### config.mk
export PLATFORM = sky130hd
export DESIGN_NAME = pipe_stage_skid
export DESIGN_NICKNAME = d
export VERILOG_FILES = /design/src/rtl/pipe_pkg.sv /design/src/rtl/pipe_skid_slot.sv /design/src/rtl/pipe_stage_skid.sv
export SDC_FILE = /design/constraint.sdc
export NUM_CORES = 1
export LEC_CHECK = 0
export BUFFER_PORTS_ARGS = -buffer_cell sky130_fd_sc_hd__buf_2
export CORE_MARGIN = 2
export CORE_UTILIZATION = 35
export CTS_CLUSTER_DIAMETER = 40
export DETAILED_ROUTE_END_ITERATION = 7
export RECOVER_POWER = 25
export SYNTH_ARGS = -nofsm -noshare
export SYNTH_HDL_FRONTEND = slang
export SYNTH_SLANG_ARGS = --single-unit
### constraint.sdc
create_clock -name clk_i -period 2.8 [get_ports clk_i]
set_input_delay 0.42 -clock clk_i [delete_from_list [all_inputs] [get_ports clk_i]]
set_output_delay 0.42 -clock clk_i [all_outputs]
set_load 0.005 [all_outputs]
### src/rtl/pipe_pkg.sv
// Shared encodings for the handshaked pipeline stage register.
// The state encoding doubles as the held-beat count.
package pipe_pkg;

  localparam int OCC_W = 2;

  typedef enum logic [1:0] {
    ST_EMPTY = 2'd0,
    ST_ONE   = 2'd1,
    ST_TWO   = 2'd2
  } state_t;

  function automatic logic [OCC_W-1:0] occ_of(input state_t s);
    return OCC_W'(s);
  endfunction

endpackage

### src/rtl/pipe_skid_slot.sv
// One {valid, ctrl, data} holding register; clear beats load, reset beats both.
// Clear always drops valid and ctrl; data is only zeroed when clear_data is also set.
module pipe_skid_slot #(
  parameter int unsigned CTRL_W = 6,
  parameter int unsigned DATA_W = 32
) (
  input  logic              i_clk,
  input  logic              i_rst,
  input  logic              i_load,
  input  logic              i_clear,
  input  logic              i_clear_data,
  input  logic [CTRL_W-1:0] i_ctrl,
  input  logic [DATA_W-1:0] i_data,
  output logic              o_valid,
  output logic [CTRL_W-1:0] o_ctrl,
  output logic [DATA_W-1:0] o_data
);

  logic              r_valid;
  logic [CTRL_W-1:0] r_ctrl;
  logic [DATA_W-1:0] r_data;

  always_ff @(posedge i_clk) begin
    if (i_rst) begin
      r_valid <= 1'b0;
      r_ctrl  <= '0;
      r_data  <= '0;
    end else if (i_clear) begin
      r_valid <= 1'b0;
      r_ctrl  <= '0;
      if (i_clear_data) begin
        r_data <= '0;
      end
    end else if (i_load) begin
      r_valid <= 1'b1;
      r_ctrl  <= i_ctrl;
      r_data  <= i_data;
    end
  end

  assign o_valid = r_valid;
  assign o_ctrl  = r_ctrl;
  assign o_data  = r_data;

endmodule

### src/rtl/pipe_stage_skid.sv
// Valid/ready pipeline stage with a main slot driving the outputs and a skid slot behind it.
// One-cycle latency, full throughput; in_ready_o is registered so back-pressure never ripples combinationally.
module pipe_stage_skid
  import pipe_pkg::*;
#(
  parameter int unsigned DATA_W            = 32,
  parameter int unsigned CTRL_W            = 6,
  parameter bit          FLUSH_CLEARS_DATA = 1'b1
) (
  input  logic              clk_i,
  input  logic              rst_i,
  input  logic              flush_i,
  input  logic              in_valid_i,
  output logic              in_ready_o,
  input  logic [CTRL_W-1:0] in_ctrl_i,
  input  logic [DATA_W-1:0] in_data_i,
  output logic              out_valid_o,
  input  logic              out_ready_i,
  output logic [CTRL_W-1:0] out_ctrl_o,
  output logic [DATA_W-1:0] out_data_o,
  output logic [OCC_W-1:0]  occupancy_o
);

  state_t            r_state;
  state_t            w_state_nxt;
  logic              r_in_ready;
  logic              w_in_fire;
  logic              w_out_fire;
  logic              w_main_vld;
  logic              w_skid_vld;
  logic              w_main_ld;
  logic              w_main_clr;
  logic              w_skid_ld;
  logic              w_skid_clr;
  logic              w_clr_data;
  logic [CTRL_W-1:0] w_main_ctrl;
  logic [DATA_W-1:0] w_main_data;
  logic [CTRL_W-1:0] w_skid_ctrl;
  logic [DATA_W-1:0] w_skid_data;
  logic [CTRL_W-1:0] w_main_src_ctrl;
  logic [DATA_W-1:0] w_main_src_data;

  assign w_in_fire  = in_valid_i & r_in_ready;
  assign w_out_fire = w_main_vld & out_ready_i;
  assign w_clr_data = flush_i & FLUSH_CLEARS_DATA;

  always_comb begin
    w_state_nxt = r_state;
    w_main_ld   = 1'b0;
    w_main_clr  = 1'b0;
    w_skid_ld   = 1'b0;
    w_skid_clr  = 1'b0;
    unique case (r_state)
      ST_EMPTY: begin
        if (w_in_fire) begin
          w_main_ld   = 1'b1;
          w_state_nxt = ST_ONE;
        end
      end
      ST_ONE: begin
        if (w_in_fire && w_out_fire) begin
          w_main_ld = 1'b1;
        end else if (w_in_fire) begin
          w_skid_ld   = 1'b1;
          w_state_nxt = ST_TWO;
        end else if (w_out_fire) begin
          w_main_clr  = 1'b1;
          w_state_nxt = ST_EMPTY;
        end
      end
      ST_TWO: begin
        if (w_out_fire) begin
          w_main_ld   = 1'b1;
          w_skid_clr  = 1'b1;
          w_state_nxt = ST_ONE;
        end
      end
      default: w_state_nxt = ST_EMPTY;
    endcase
    // Flush overrides every handshake, including an accepted input beat.
    if (flush_i) begin
      w_state_nxt = ST_EMPTY;
      w_main_ld   = 1'b0;
      w_skid_ld   = 1'b0;
      w_main_clr  = 1'b1;
      w_skid_clr  = 1'b1;
    end
  end

  // Main refills from the skid slot whenever one is parked there, otherwise from the input.
  assign w_main_src_ctrl = w_skid_vld ? w_skid_ctrl : in_ctrl_i;
  assign w_main_src_data = w_skid_vld ? w_skid_data : in_data_i;

  always_ff @(posedge clk_i) begin
    if (rst_i) begin
      r_state    <= ST_EMPTY;
      r_in_ready <= 1'b1;
    end else begin
      r_state    <= w_state_nxt;
      r_in_ready <= (w_state_nxt != ST_TWO);
    end
  end

  pipe_skid_slot #(
    .CTRL_W(CTRL_W),
    .DATA_W(DATA_W)
  ) u_main (
    .i_clk       (clk_i),
    .i_rst       (rst_i),
    .i_load      (w_main_ld),
    .i_clear     (w_main_clr),
    .i_clear_data(w_clr_data),
    .i_ctrl      (w_main_src_ctrl),
    .i_data      (w_main_src_data),
    .o_valid     (w_main_vld),
    .o_ctrl      (w_main_ctrl),
    .o_data      (w_main_data)
  );

  pipe_skid_slot #(
    .CTRL_W(CTRL_W),
    .DATA_W(DATA_W)
  ) u_skid (
    .i_clk       (clk_i),
    .i_rst       (rst_i),
    .i_load      (w_skid_ld),
    .i_clear     (w_skid_clr),
    .i_clear_data(w_clr_data),
    .i_ctrl      (in_ctrl_i),
    .i_data      (in_data_i),
    .o_valid     (w_skid_vld),
    .o_ctrl      (w_skid_ctrl),
    .o_data      (w_skid_data)
  );

  assign in_ready_o  = r_in_ready;
  assign out_valid_o = w_main_vld;
  assign out_ctrl_o  = w_main_ctrl;
  assign out_data_o  = w_main_data;
  assign occupancy_o = occ_of(r_state);

endmodule
# Yosys cells after proc, flatten, opt, wreduce, memory -nomap -nowiden

Cells that the tools add are included.

Equality and inequality tests: 5
Bitwise gates (word level): 2
Mux-type cells: 28
Reductions and logical operators: 8

Operator list:

| operator             | count |
|---|---|
| $mux W32             | 6 |
| $mux W1              | 13 |
| $mux W2              | 6 |
| $mux W6              | 1 |
| $ne A2 B2 Y1 const B | 3 |
| $pmux W2 S3          | 1 |
| $reduce_and A2 Y1    | 2 |
| $reduce_bool A2 Y1   | 2 |
| $reduce_or A2 Y1     | 2 |
| $pmux W1 S3          | 1 |
| $and A1 B1 Y1        | 2 |
| $eq A2 B1 Y1 const B | 1 |
| $eq A2 B2 Y1 const B | 1 |
| $logic_not A2 Y1     | 1 |
| $logic_and A1 B1 Y1  | 1 |

Output and inout port bits: 42
Flip-flop bits (word level): 81
Input bits: 43

# Depth between registers and ports, before layout

Word-level depth: 8
Depth in mapped cells: 6
Mapped depth without buffers: 3

# Modules after synthesis

Synthesis repeated with hierarchy kept, for this count alone.

Cell total of the unflattened synthesis: 400
Area total of the unflattened synthesis: 4,299.1 sq um

By module, submodules not included:

| module          | times used | cells an instance | area each (sq um) |
|---|---|---|---|
| pipe_skid_slot  | 2          | 169               | 1,830.5 |
| pipe_stage_skid | 1          | 62                | 638.1 |

# Least setup slack after synthesis

Ideal clock, no wire load.

Path type: in2reg
Start point: in out_ready_i
End point: reg u_main.r_data[22] (netlist: u_main.o_data[22])
Stages: 6
Slack: 1,254 ps
Arrival: 1,423 ps
Setup time: 123 ps
Cell sequence: buf_4 nand4b_4 a211o_1 buf_4 buf_6 mux2i_1

Cells in the longest elaborated chain, start to end: 8
Elaborated cells on any way between the ends: 14
Classes of those cells: 1 x eq/ne; 9 x mux; 1 x bitwise; 3 x reduce/logical

RTL lines:

| what                                                         | line                                         | RTL |
|---|---|---|
| start, declared                                              | pipe_stage_skid.sv:18                        | `input logic out_ready_i,` |
| $and A1 B1 Y1 (*)                                            | pipe_stage_skid.sv:44                        | `assign w_out_fire = w_main_vld & out_ready_i;` |
| $mux W1                                                      | pipe_stage_skid.sv:66, pipe_stage_skid.sv:72 |  |
| $mux W1                                                      | pipe_stage_skid.sv:63                        | `end else if (w_in_fire) begin` |
| $mux W1                                                      | pipe_stage_skid.sv:61                        | `if (w_in_fire && w_out_fire) begin` |
| $mux W1                                                      | pipe_stage_skid.sv:53                        | `unique case (r_state)` |
| $mux W1                                                      | pipe_stage_skid.sv:81                        | `if (flush_i) begin` |
| $ne A2 B2 Y1 (no line) or $reduce_bool A2 Y1 (tied branches) | n/a                                          |  |
| $reduce_and A2 Y1 (no line)                                  | n/a                                          |  |
| end signal, assigned                                         | pipe_skid_slot.sv:37                         | `r_data <= i_data;` |
| end, declared                                                | pipe_skid_slot.sv:21                         | `logic [DATA_W-1:0] r_data;` |

Mark *: on every way between the ends. The rest lies on a longest branch, timed or not.
A chain may end at the register's enable or synchronous reset.

# Worst setup path in the final report

Start point: reg r_state[1] (netlist: occupancy_o[1])
End point: reg u_skid.r_data[11] (netlist: u_skid.o_data[11])

Cells in the longest elaborated chain, start to end: 5
Elaborated cells on any way between the ends: 10
Classes of those cells: 3 x eq/ne; 5 x mux; 2 x reduce/logical

RTL lines:

| what                                                         | line                  | RTL |
|---|---|---|
| start, declared                                              | pipe_stage_skid.sv:24 | `state_t r_state;` |
| start signal, assigned                                       | pipe_stage_skid.sv:99 | `r_state <= w_state_nxt;` |
| $eq A2 B2 Y1 or $eq A2 B1 Y1 (tied branches)                 | pipe_stage_skid.sv:53 |  |
| $mux W1                                                      | pipe_stage_skid.sv:53 |  |
| $mux W1                                                      | pipe_stage_skid.sv:81 |  |
| $ne A2 B2 Y1 (no line) or $reduce_bool A2 Y1 (tied branches) | n/a                   |  |
| $reduce_and A2 Y1 (no line)                                  | n/a                   |  |
| end signal, assigned                                         | pipe_skid_slot.sv:37  |  |
| end, declared                                                | pipe_skid_slot.sv:21  |  |

Parallel ways exist; a longest one is shown, timed or not.

==> results.sh <==
export IMPL_outcome="complete, no violations"
export IMPL_num_vias=3410
export IMPL_ant_nets=0
export IMPL_synth_top_family_by_area="compound AO/OA/AOI/OAI gates"
export IMPL_leakagePower_nw=1.725
export IMPL_antenna_found_initial=0
export IMPL_yosysSeqAreaShare_pct=41.25
export IMPL_cts_sinks=81
export IMPL_cts_tree="yes"
export IMPL_syn_nets=467
export IMPL_ctsResizeCount=0
export IMPL_ios=85
export IMPL_start_kind="flop"
export IMPL_fin_tns_setup_ns=0
export IMPL_synthAdderAreaFrac_pct=0
export IMPL_dr_pass1_iters=5
export IMPL_initial_utilization_pct=36.11
export IMPL_drt_wl_total_um=10200
export IMPL_clock_latency_ns=0.34
export IMPL_synth_xor_area_share_pct=0
export IMPL_max_freq_ghz=0.4900
export IMPL_first_global_vias=3424
export IMPL_drv_slew=0
export IMPL_core_um2=10890
export IMPL_period_minus_slack_ns=2.041
export IMPL_numCtsBuffers=9
export IMPL_cts_root_buf="clkbuf_8"
export IMPL_final_common_cell="dfxtp_1"
export IMPL_drt_iter0_markers=189
export IMPL_seqPwrFrac_pct=49.5
export IMPL_ctsHoldBuffers=0
export IMPL_instances_no_fill=623
export IMPL_synth_mux_area_share_pct=19.32
export IMPL_groute_usage_overall_pct=17.40
export IMPL_maxCapViolCount=0
export IMPL_wl_per_cell_um=16.37
export IMPL_grt_setup_unrepaired="false"
export IMPL_die_w_um=110.0
export IMPL_viasPerCell=5.474
export IMPL_synthCells=424
export IMPL_grt_pass1_wl_um=16710
export IMPL_fin_crit_sh_pct=72.89
export IMPL_grt_max_degree=46
export IMPL_gp_congestion=0.7771
export IMPL_placed_area_um2=4397
export IMPL_yosysWarnings=0
export IMPL_post_dp_hpwl_um=6413
export IMPL_power_frac_comb_pct=10.8
export IMPL_hold_viol_final=0
export IMPL_gr_total_overflow=0
export IMPL_cts_clk_slew_worst_paths_ns=0.08
export IMPL_netlist_area_um2=3931
export IMPL_relSlewSlack_pct=30.21
export IMPL_dpl_worst_slack_ns=0.6439
export IMPL_holdWs_ns=0.3351
export IMPL_arrival_ns=2.23
export IMPL_critPathCaptureType="flop"
export IMPL_clockBufferDepth=2
export IMPL_hold_path_class="primary input to flop"
export IMPL_drive_gt1_share_pct=29.05
export IMPL_dieArea_um2=12100
export IMPL_area_growth_syn_to_layout_pct=16.90
export IMPL_synthDistinctLibCells=31
export IMPL_crit_type="flop to flop"
export IMPL_worst_slew_pin_slew_ns=1.047
export IMPL_fp_dieH_um=110.0
export IMPL_cp_required_ns=2.99
export IMPL_synth_compound_area_share_pct=21.80
export IMPL_p_switching_uw=580.6
export IMPL_setup_violations=0
export IMPL_clkPwrFrac_pct=39.7
export IMPL_ir_drop_uv=291.8
export IMPL_p_per_area_nw_per_um2=520.7
export IMPL_cp_max_fo=27
export IMPL_h_tree_depth=3
export IMPL_final_nets=522
export IMPL_power_internal_mw=1.813
export IMPL_avgSynthCellArea_um2=9.272
export IMPL_ys_seq_elements=81
export IMPL_rows=38
export IMPL_postCtsSetupRepairBufs=0
export IMPL_swShare_pct=24.26
export IMPL_drcViolationCount=0
export IMPL_dp_cells=608
export IMPL_design_area_um2=4596
export IMPL_layout_common_cells="dfxtp_1 (80), buf_2 (68), o211ai_1 (64)"
export IMPL_skew_ns=0.007171
export IMPL_fin_ws_ns=0.7591
export IMPL_port_buffer_count=84
export IMPL_synth_simple_area_share_pct=11.17
==> flip-flops by register name (all words and copies together) (netlist names) <==
name and count:
u_skid.o_valid 1, u_skid.o_ctrl 6, occupancy_o 2, u_main.o_ctrl 6, u_main.o_data 32, in_ready_o 1, u_main.o_valid 1, u_skid.o_data 32
==> per-layer routing <==
| layer | GRT usage (%) | vias up | wire (µm) |
|---|---|---|---|
| li1 | - | 1684 | - |
| met1 | 23.65 | 1620 | 4818 |
| met2 | 27.17 | 94 | 4654 |
| met3 | 3.469 | 12 | 583 |
| met4 | 6.691 | 0 | 141 |
| met5 | 0 | - | 0 |
==> through the flow <==
step                util (%)  power [mW]
detailed placement     40.38       1.470
finish                 42.21       2.393
global placement       40.38       1.468
CTS                    42.37       2.416
floorplan                  -       1.378
global route           42.19       2.493
==> cell usage after synthesis, drive strengths merged <==
cell type | count | share of area (%)
o21ai | 7 | 0.89
nor3b | 1 | 0.19
nor2 | 3 | 0.29
dfxtp | 81 | 41
inv | 9 | 0.86
mux2i | 32 | 8.1
a21oi | 41 | 5.2
nand2 | 35 | 3.3
a21boi | 1 | 0.29
clkbuf | 32 | 3.1
a2111oi | 6 | 1.3
nand3 | 39 | 5.0
or2 | 1 | 0.16
a21bo | 1 | 0.25
and4bb | 1 | 0.32
o211ai | 64 | 12
nand4bb | 1 | 0.29
o31a | 1 | 0.22
and2 | 1 | 0.16
nand3b | 1 | 0.51
mux2 | 39 | 11
nor3 | 1 | 0.13
nand4b | 2 | 0.83
a211oi | 6 | 1.1
buf | 17 | 2.5
a211o | 1 | 0.22
==> critical path, stage by stage (launching register included) <==
cell       delay [ns]
dfxtp_1          0.42
nand4bb_2        0.74
buf_4            0.43
o211ai_1         0.19
a21oi_1          0.09
==> power groups by stage <==
stage	registers [mW]	logic (mW)	clock network [mW]
final	1.18	0.258	0.951
after global routing	1.19	0.283	1.02
after CTS	1.18	0.260	0.971
after detailed placement	1.21	0.259	0
after global placement	1.21	0.258	0
after floorplan	1.21	0.170	0
==> final timing paths <==
check                    startpoint                 to  slack, ns  cells past startpoint
setup / recovery     occupancy_o[1]  u_skid.o_data[11]       0.76                      4
hold / removal         in_data_i[4]   u_skid.o_data[4]       0.34                      3
setup reg to reg     occupancy_o[1]  u_skid.o_data[11]       0.76                      4
hold reg to reg   u_main.o_data[29]  u_main.o_data[29]       0.46                      2
==> logic make-up (layout without fill, tap and decap cells) <==
group,count (synthesis),after routing
other,0,1
AO/OA/AOI/OAI,128,128
flip-flops,81,81
multiplexers,71,71
AND/OR/NAND/NOR,86,86
buffers and inverters,58,116
==> area by class of cell <==
cell class,instances,area (µm²)
Fill cell,1081,6292
Inverter,9,33.78
Antenna cell,1,2.502
Sequential cell,81,1623
Clock buffer,11,151.4
Clock inverter,3,65.06
Tap cell,140,175.2
Timing Repair Buffer,93,467.9
Multi-Input combinational cell,285,2077
(Power assumes the default switching activity.)
